`config.mk`:
```
export PLATFORM = sky130hd
export DESIGN_NAME = fetch_stage_flat
export DESIGN_NICKNAME = d
export VERILOG_FILES = /design/src/rtl/fetch_stage_pkg.sv /design/src/rtl/fetch_stage_if.sv /design/src/rtl/fetch_pc_gen.sv /design/src/rtl/fetch_stage.sv /design/src/flat_wrapper.sv
export SDC_FILE = /design/constraint.sdc
export NUM_CORES = 1
export LEC_CHECK = 0
export CORE_UTILIZATION = 66
export CTS_BUF_LIST = sky130_fd_sc_hd__clkbuf_4 sky130_fd_sc_hd__clkbuf_8
export DETAILED_ROUTE_END_ITERATION = 8
export DONT_BUFFER_PORTS = 1
export PLACE_DENSITY = 0.78
export SYNTH_ARGS = -nofsm -noshare
export SYNTH_HDL_FRONTEND = slang
export SYNTH_HIERARCHICAL = 1
export SYNTH_SLANG_ARGS = --single-unit
export TNS_END_PERCENT = 10
```
`constraint.sdc`:
```
create_clock -name clk -period 2.65 [get_ports clk]
set_clock_uncertainty 0.15 [all_clocks]
set_input_delay 0.53 -clock clk [delete_from_list [all_inputs] [get_ports clk]]
set_output_delay 0.53 -clock clk [all_outputs]
set_load 0.01 [all_outputs]
```
`src/rtl/fetch_stage_pkg.sv`:
```
// Shared fetch-stage definitions: bubble encoding, boot address, FSM states
// and the target alignment helper used by the PC generator.
package fetch_stage_pkg;

    localparam logic [31:0] NOP_INST = 32'h0000_0013;   // addi x0,x0,0
    localparam logic [31:0] RESET_PC = 32'h4000_0000;

    typedef enum logic [1:0] {
        FETCH_BOOT  = 2'd0,
        FETCH_RUN   = 2'd1,
        FETCH_STALL = 2'd2
    } fetch_state_e;

    // Word-align a jump target; bit0 is dropped as JALR requires, bit1 is
    // reported separately as a misalignment.
    function automatic logic [31:0] align_word(input logic [31:0] addr);
        return addr & ~32'h0000_0003;
    endfunction

endpackage

```
`src/rtl/fetch_stage_if.sv`:
```
// Bundle of the fetch stage's control inputs, IMEM port and decode-facing
// outputs. The master view belongs to the fetch stage itself.
interface fetch_stage_if;

    logic        stall;
    logic        redirect;
    logic [31:0] redirect_pc;
    logic [31:0] imem_addr;
    logic        imem_en;
    logic [31:0] imem_rdata;
    logic [31:0] inst_d;
    logic [31:0] pc_d;
    logic        valid_d;
    logic        misalign_err;
    logic [31:0] fetch_cnt;

    modport master (
        input  stall, redirect, redirect_pc, imem_rdata,
        output imem_addr, imem_en, inst_d, pc_d, valid_d, misalign_err, fetch_cnt
    );

    modport slave (
        output stall, redirect, redirect_pc, imem_rdata,
        input  imem_addr, imem_en, inst_d, pc_d, valid_d, misalign_err, fetch_cnt
    );

endinterface

```
`src/rtl/fetch_pc_gen.sv`:
```
// Next fetch address selection: redirect beats stall beats boot beats the
// sequential increment. Also flags a redirect target with bit1 set.
module fetch_pc_gen #(
    parameter logic [31:0] RESET_PC = fetch_stage_pkg::RESET_PC
) (
    input  logic        redirect_i,
    input  logic [31:0] redirect_pc_i,
    input  logic        stall_i,
    input  logic        boot_i,
    input  logic [31:0] pc_i,
    output logic [31:0] nxt_o,
    output logic        misalign_o
);
    import fetch_stage_pkg::*;

    // Priority mux for the address issued to IMEM this cycle.
    always_comb begin
        nxt_o = pc_i + 32'd4;
        if (redirect_i) begin
            nxt_o = align_word(redirect_pc_i);
        end else if (stall_i) begin
            nxt_o = pc_i;
        end else if (boot_i) begin
            nxt_o = RESET_PC;
        end
    end

    assign misalign_o = redirect_i & redirect_pc_i[1];

endmodule

```
`src/rtl/fetch_stage.sv`:
```
// Instruction fetch stage: owns the fetch PC, drives the synchronous IMEM,
// inserts bubbles at boot and on redirects, holds the instruction through
// stalls and counts instructions accepted by decode.
module fetch_stage #(
    parameter logic [31:0] RESET_PC = fetch_stage_pkg::RESET_PC,
    parameter logic [31:0] NOP_INST = fetch_stage_pkg::NOP_INST
) (
    input  logic          clk,
    input  logic          rst_n,
    fetch_stage_if.master bus
);
    import fetch_stage_pkg::*;

    fetch_state_e state_q, state_d;
    logic [31:0]  pc_q;
    logic [31:0]  hold_q, hold_d;
    logic [31:0]  cnt_q, cnt_d;
    logic         misalign_q;
    logic [31:0]  nxt;
    logic         misalign_set;
    logic [31:0]  inst_c;
    logic         valid_c;

    fetch_pc_gen #(.RESET_PC(RESET_PC)) u_pc_gen (
        .redirect_i    (bus.redirect),
        .redirect_pc_i (bus.redirect_pc),
        .stall_i       (bus.stall),
        .boot_i        (state_q == FETCH_BOOT),
        .pc_i          (pc_q),
        .nxt_o         (nxt),
        .misalign_o    (misalign_set)
    );

    // FSM next state, hold capture and the instruction presented to decode.
    always_comb begin
        state_d = state_q;
        hold_d  = hold_q;
        inst_c  = NOP_INST;
        valid_c = 1'b0;
        case (state_q)
            FETCH_BOOT: begin
                state_d = FETCH_RUN;
            end
            FETCH_RUN: begin
                inst_c  = bus.imem_rdata;
                valid_c = 1'b1;
                if (bus.stall) begin
                    state_d = FETCH_STALL;
                    hold_d  = bus.imem_rdata;
                end
            end
            FETCH_STALL: begin
                inst_c  = hold_q;
                valid_c = 1'b1;
                if (!bus.stall) begin
                    state_d = FETCH_RUN;
                end
            end
            default: begin
                state_d = FETCH_BOOT;
            end
        endcase
        // A redirect kills the wrong-path instruction in the same cycle.
        if (bus.redirect) begin
            state_d = FETCH_RUN;
            hold_d  = hold_q;
            inst_c  = NOP_INST;
            valid_c = 1'b0;
        end
    end

    // Handoff counter: advances only when decode actually takes the instruction.
    always_comb begin
        cnt_d = cnt_q;
        if (valid_c && !bus.stall && !bus.redirect) begin
            cnt_d = cnt_q + 32'd1;
        end
    end

    // State, PC, hold, sticky error and counter registers.
    always_ff @(posedge clk or negedge rst_n) begin
        if (!rst_n) begin
            state_q    <= FETCH_BOOT;
            pc_q       <= RESET_PC;
            hold_q     <= NOP_INST;
            misalign_q <= 1'b0;
            cnt_q      <= 32'd0;
        end else begin
            state_q    <= state_d;
            pc_q       <= nxt;
            hold_q     <= hold_d;
            misalign_q <= misalign_q | misalign_set;
            cnt_q      <= cnt_d;
        end
    end

    assign bus.imem_addr    = nxt;
    assign bus.imem_en      = !(bus.stall && !bus.redirect);
    assign bus.inst_d       = inst_c;
    assign bus.pc_d         = pc_q;
    assign bus.valid_d      = valid_c;
    assign bus.misalign_err = misalign_q;
    assign bus.fetch_cnt    = cnt_q;

endmodule

```
`src/flat_wrapper.sv`:
```
// flat-port wrapper written by rule: the top's interface ports become plain ports
module fetch_stage_flat import fetch_stage_pkg::*;
#(
    parameter logic [31:0] RESET_PC = fetch_stage_pkg::RESET_PC,
    parameter logic [31:0] NOP_INST = fetch_stage_pkg::NOP_INST
)
  (clk, rst_n, bus_stall, bus_redirect, bus_redirect_pc, bus_imem_rdata, bus_imem_addr, bus_imem_en, bus_inst_d, bus_pc_d, bus_valid_d, bus_misalign_err, bus_fetch_cnt);
  fetch_stage_if bus_i ();
  input  logic clk;
  input  logic rst_n;
  input wire logic [$bits(bus_i.stall)-1:0] bus_stall;
  input wire logic [$bits(bus_i.redirect)-1:0] bus_redirect;
  input wire logic [$bits(bus_i.redirect_pc)-1:0] bus_redirect_pc;
  input wire logic [$bits(bus_i.imem_rdata)-1:0] bus_imem_rdata;
  output wire logic [$bits(bus_i.imem_addr)-1:0] bus_imem_addr;
  output wire logic [$bits(bus_i.imem_en)-1:0] bus_imem_en;
  output wire logic [$bits(bus_i.inst_d)-1:0] bus_inst_d;
  output wire logic [$bits(bus_i.pc_d)-1:0] bus_pc_d;
  output wire logic [$bits(bus_i.valid_d)-1:0] bus_valid_d;
  output wire logic [$bits(bus_i.misalign_err)-1:0] bus_misalign_err;
  output wire logic [$bits(bus_i.fetch_cnt)-1:0] bus_fetch_cnt;
  assign bus_i.stall = bus_stall;
  assign bus_i.redirect = bus_redirect;
  assign bus_i.redirect_pc = bus_redirect_pc;
  assign bus_i.imem_rdata = bus_imem_rdata;
  assign bus_imem_addr = bus_i.imem_addr;
  assign bus_imem_en = bus_i.imem_en;
  assign bus_inst_d = bus_i.inst_d;
  assign bus_pc_d = bus_i.pc_d;
  assign bus_valid_d = bus_i.valid_d;
  assign bus_misalign_err = bus_i.misalign_err;
  assign bus_fetch_cnt = bus_i.fetch_cnt;
  fetch_stage #(.RESET_PC(RESET_PC), .NOP_INST(NOP_INST)) u_core (.clk(clk), .rst_n(rst_n), .bus(bus_i));
endmodule
```
==> run summary <==
Status -> complete, but fails checks
Failing checks -> hold timing, setup timing
Die X -> 90.7 um
Buffers on Ports -> 0
Final Critical Period -> 2.88 ns
Sequential element share of the synthesized area -> 47.8%
Place WS -> 0.0395 ns
Clock Path Buffers -> 2
Mux share of post-synthesis cell area -> 7.16%
Die Footprint -> 8220 um^2
Mapped Area -> 5190 um^2
Die Y -> 90.7 um
Ys Warns -> 6
Drt first pass iters -> 5
Leak pwr -> 2.64 nW
Min Hold Slack -> -0.295 ns
RSZ-0062 raised after global routing -> true
WS Path Type -> flip-flop to output pin
GRT Total Usage -> 33.4%
Std-Cell Rows -> 31
Core box area -> 7410 um^2
Syn Nets -> 567
Slew margin rel. -> 47.9%
CP Capture Type -> output pin
Root buffer cell -> clkbuf_8
Metal-1 WL -> 4890 um
# diodes -> 0
Metal3 WL -> 1340 um
Met2 routed WL -> 7000 um
Buf+Inv Stages, Crit Path -> 2
CP dominant cell by count -> buf_4
CTS H-tree depth -> 3
RD Place Congestion -> 0.834
Slack of the critical path -> -0.232 ns
Top delay family on crit path -> simple AND/OR/NAND/NOR gates
Clock sink count -> 99
HPWL Detailed -> 8810 um
Routed vias -> 4138
Clock transition at path regs -> 0.10 ns
Insertion delay to the later sink of the worst-skew pair -> 0.36 ns
Critical path startpoint category -> flip-flop
FF-to-FF path depth -> 6
Uppermost routed layer -> met4
Antenna violations before repair -> 0
Cts bufs inserted -> 9
Fillers -> 481
CP max stage delay -> 0.45 ns
Final ANT Viol Nets -> 0
Final worst path period share -> 109%
Final setup viols -> 14
CP Max Fanout -> 6
WL final -> 13700 um
# nets final -> 597
Pin count of the biggest net entering global routing -> 100
Starting Density -> 70.1%
Simple-gate area share of the yosys netlist -> 21.7%
Largest family of logic cells by synthesized area -> simple AND/OR/NAND/NOR gates
Critical path depth -> 7
Slowest cell on the critical path -> dfrtp_1
Worst Tran Pin Value -> 0.775 ns
First-pass GRT wire length -> 21700 um
XOR/XNOR Fraction of Synth Area -> 9.79%
Peak Freq -> 347 MHz
Critical path arrival -> 2.20 ns
Syn-to-layout area delta -> 14.6%
Final hold vios -> 99
Routed WL per cell -> 21.9 um
Compound-gate portion of the synthesized area -> 8.82%
GRT overflow -> 0
Synth Area in Adders -> 1.21%
Total of max-cap violations -> 0
TritonCTS clock tree -> done
Mapped Cells -> 494
Vias/cell -> 6.59
Ports -> 199
Vias in the first global route -> 4247
Most common cell after layout, fill and taps aside -> dfrtp_1
Total Power -> 0.00378 W
Slew Viols, Final -> 0
Hold Path Class -> input port to asynchronous set/reset pin
Syn avg cell area -> 10.5 um^2
Seq cells post-synth -> 99
Yosys cell types -> 47
Share of layout cells above drive strength 1 -> 29.3%
Most frequent cells in the layout -> dfrtp_1 (85), nand2_1 (50), buf_4 (43)
Residual DRC -> 0
Pwr/cell area -> 636 nW/um^2
VDD IR max -> 0.449 mV
CP required -> 1.97 ns
First DRT Iteration DRCs -> 248
Crit path cell chain -> and3_4 > buf_4 > nand4_4 > nor3_1 > xnor2_1 > o21ai_0 > buf_4
-- routing by layer --
| layer | vias up | global-route usage (%) |
|---|---|---|
| met5 | - | 0 |
| met2 | 239 | 57.4 |
| li1 | 1816 | - |
| met1 | 2031 | 37.7 |
| met4 | 0 | 15.3 |
| met3 | 52 | 10.5 |
-- synthesized netlist by cell type, drive strengths merged --
master / instances / share of area (%)
dfrtp: 95 / 46
nand2: 52 / 3.8
nor2: 35 / 2.5
xnor2: 34 / 5.7
mux2: 33 / 7.2
o21ai: 32 / 3.1
a22oi: 29 / 4.2
xor2: 24 / 4.0
nand4: 23 / 3.8
clkbuf: 19 / 1.4
nor4: 17 / 3.6
nand3: 15 / 1.7
and3: 14 / 1.7
nor3: 12 / 1.2
inv: 10 / 0.72
buf: 8 / 1.4
and4: 6 / 1.1
ha: 5 / 1.2
a21oi: 4 / 0.39
dfstp: 4 / 2.0
a221o: 3 / 0.58
and2: 3 / 0.36
a21o: 2 / 0.29
nand2b: 2 / 0.24
nand3b: 2 / 0.29
nor3b: 2 / 0.29
or3: 2 / 0.24
a2bb2oi: 1 / 0.29
and3b: 1 / 0.17
and4bb: 1 / 0.24
nand4b: 1 / 0.17
nor2b: 1 / 0.12
nor4b: 1 / 0.17
or2: 1 / 0.12
-- cell families (layout without fill, tap and decap cells) --
kind of cell / count (synthesis) / count (layout)
buf+inv: 37 / 72
fa+ha+maj: 5 / 5
xor+xnor: 58 / 58
simple gates: 191 / 191
mux: 33 / 33
flops: 99 / 99
compound gates: 71 / 71
-- cell type report --
type / count / area (um^2) / share of cell area [%]
tap: 99 / 124 / 2.08
clock buffer: 12 / 159 / 2.67
multi-input combinational: 358 / 2710 / 45.6
sequential: 99 / 2490 / 41.9
timing repair buffer: 46 / 388 / 6.52
inverter: 10 / 37.5 / 0.631
clock inverter: 4 / 33.8 / 0.568
-- state kept, by name (all words and copies together), names as in the netlist --
| register | count |
|---|---|
| u_core/state_q | 2 |
| u_core/hold_q | 32 |
| u_core/bus.fetch_cnt | 32 |
| u_core/bus.misalign_err | 1 |
| u_core/bus.pc_d | 32 |
-- report_power, final --
part           total (W)  internal [W]  leakage [nW]  switching, W
sequential       0.00201       0.00177          1.22      0.000240
clock           0.000942      0.000413         0.102      0.000529
combinational   0.000827      0.000378          1.31      0.000449
-- worst paths after layout --
check / from / end / slack [ns]
max in group asynchronous: rst_n / u_core/hold_q[1] / 2.43
hold reg to reg: u_core/hold_q[19] / u_core/hold_q[19] / 0.37
setup / recovery: u_core/bus.pc_d[9] / bus_imem_addr[23] / -0.23
min in group clk: bus_redirect / u_core/state_q[1] / 0.11
hold / removal: rst_n / u_core/bus.pc_d[31] / -0.30
setup reg to reg: u_core/state_q[1] / u_core/bus.fetch_cnt[30] / 0.30
-- timing repair --
| action | 4_1_cts | 5_1_grt |
|---|---|---|
| endpoints found under the hold margin | 99 | 99 |
| cloned | 1 | 0 |
| endpoints found under the setup margin | 24 | 23 |
| gates resized for setup | 41 | 24 |
| setup buffers | 5 | 1 |
| pin swaps | 15 | 16 |
-- stage by stage --
step | area (um^2) | std cells | TNS [ns] | utilization, %
after global routing | 5950 | 628 | -2.19 | 80.3
after floorplan | 5190 | 494 | 0 | -
final | 5950 | 628 | -1.12 | 80.3
after detailed placement | 5460 | 605 | 0 | 73.8
after global placement | 5460 | 605 | 0 | 73.8
after CTS | 5880 | 627 | -0.277 | 79.3
Note: power is estimated with default switching activity, not from simulation.
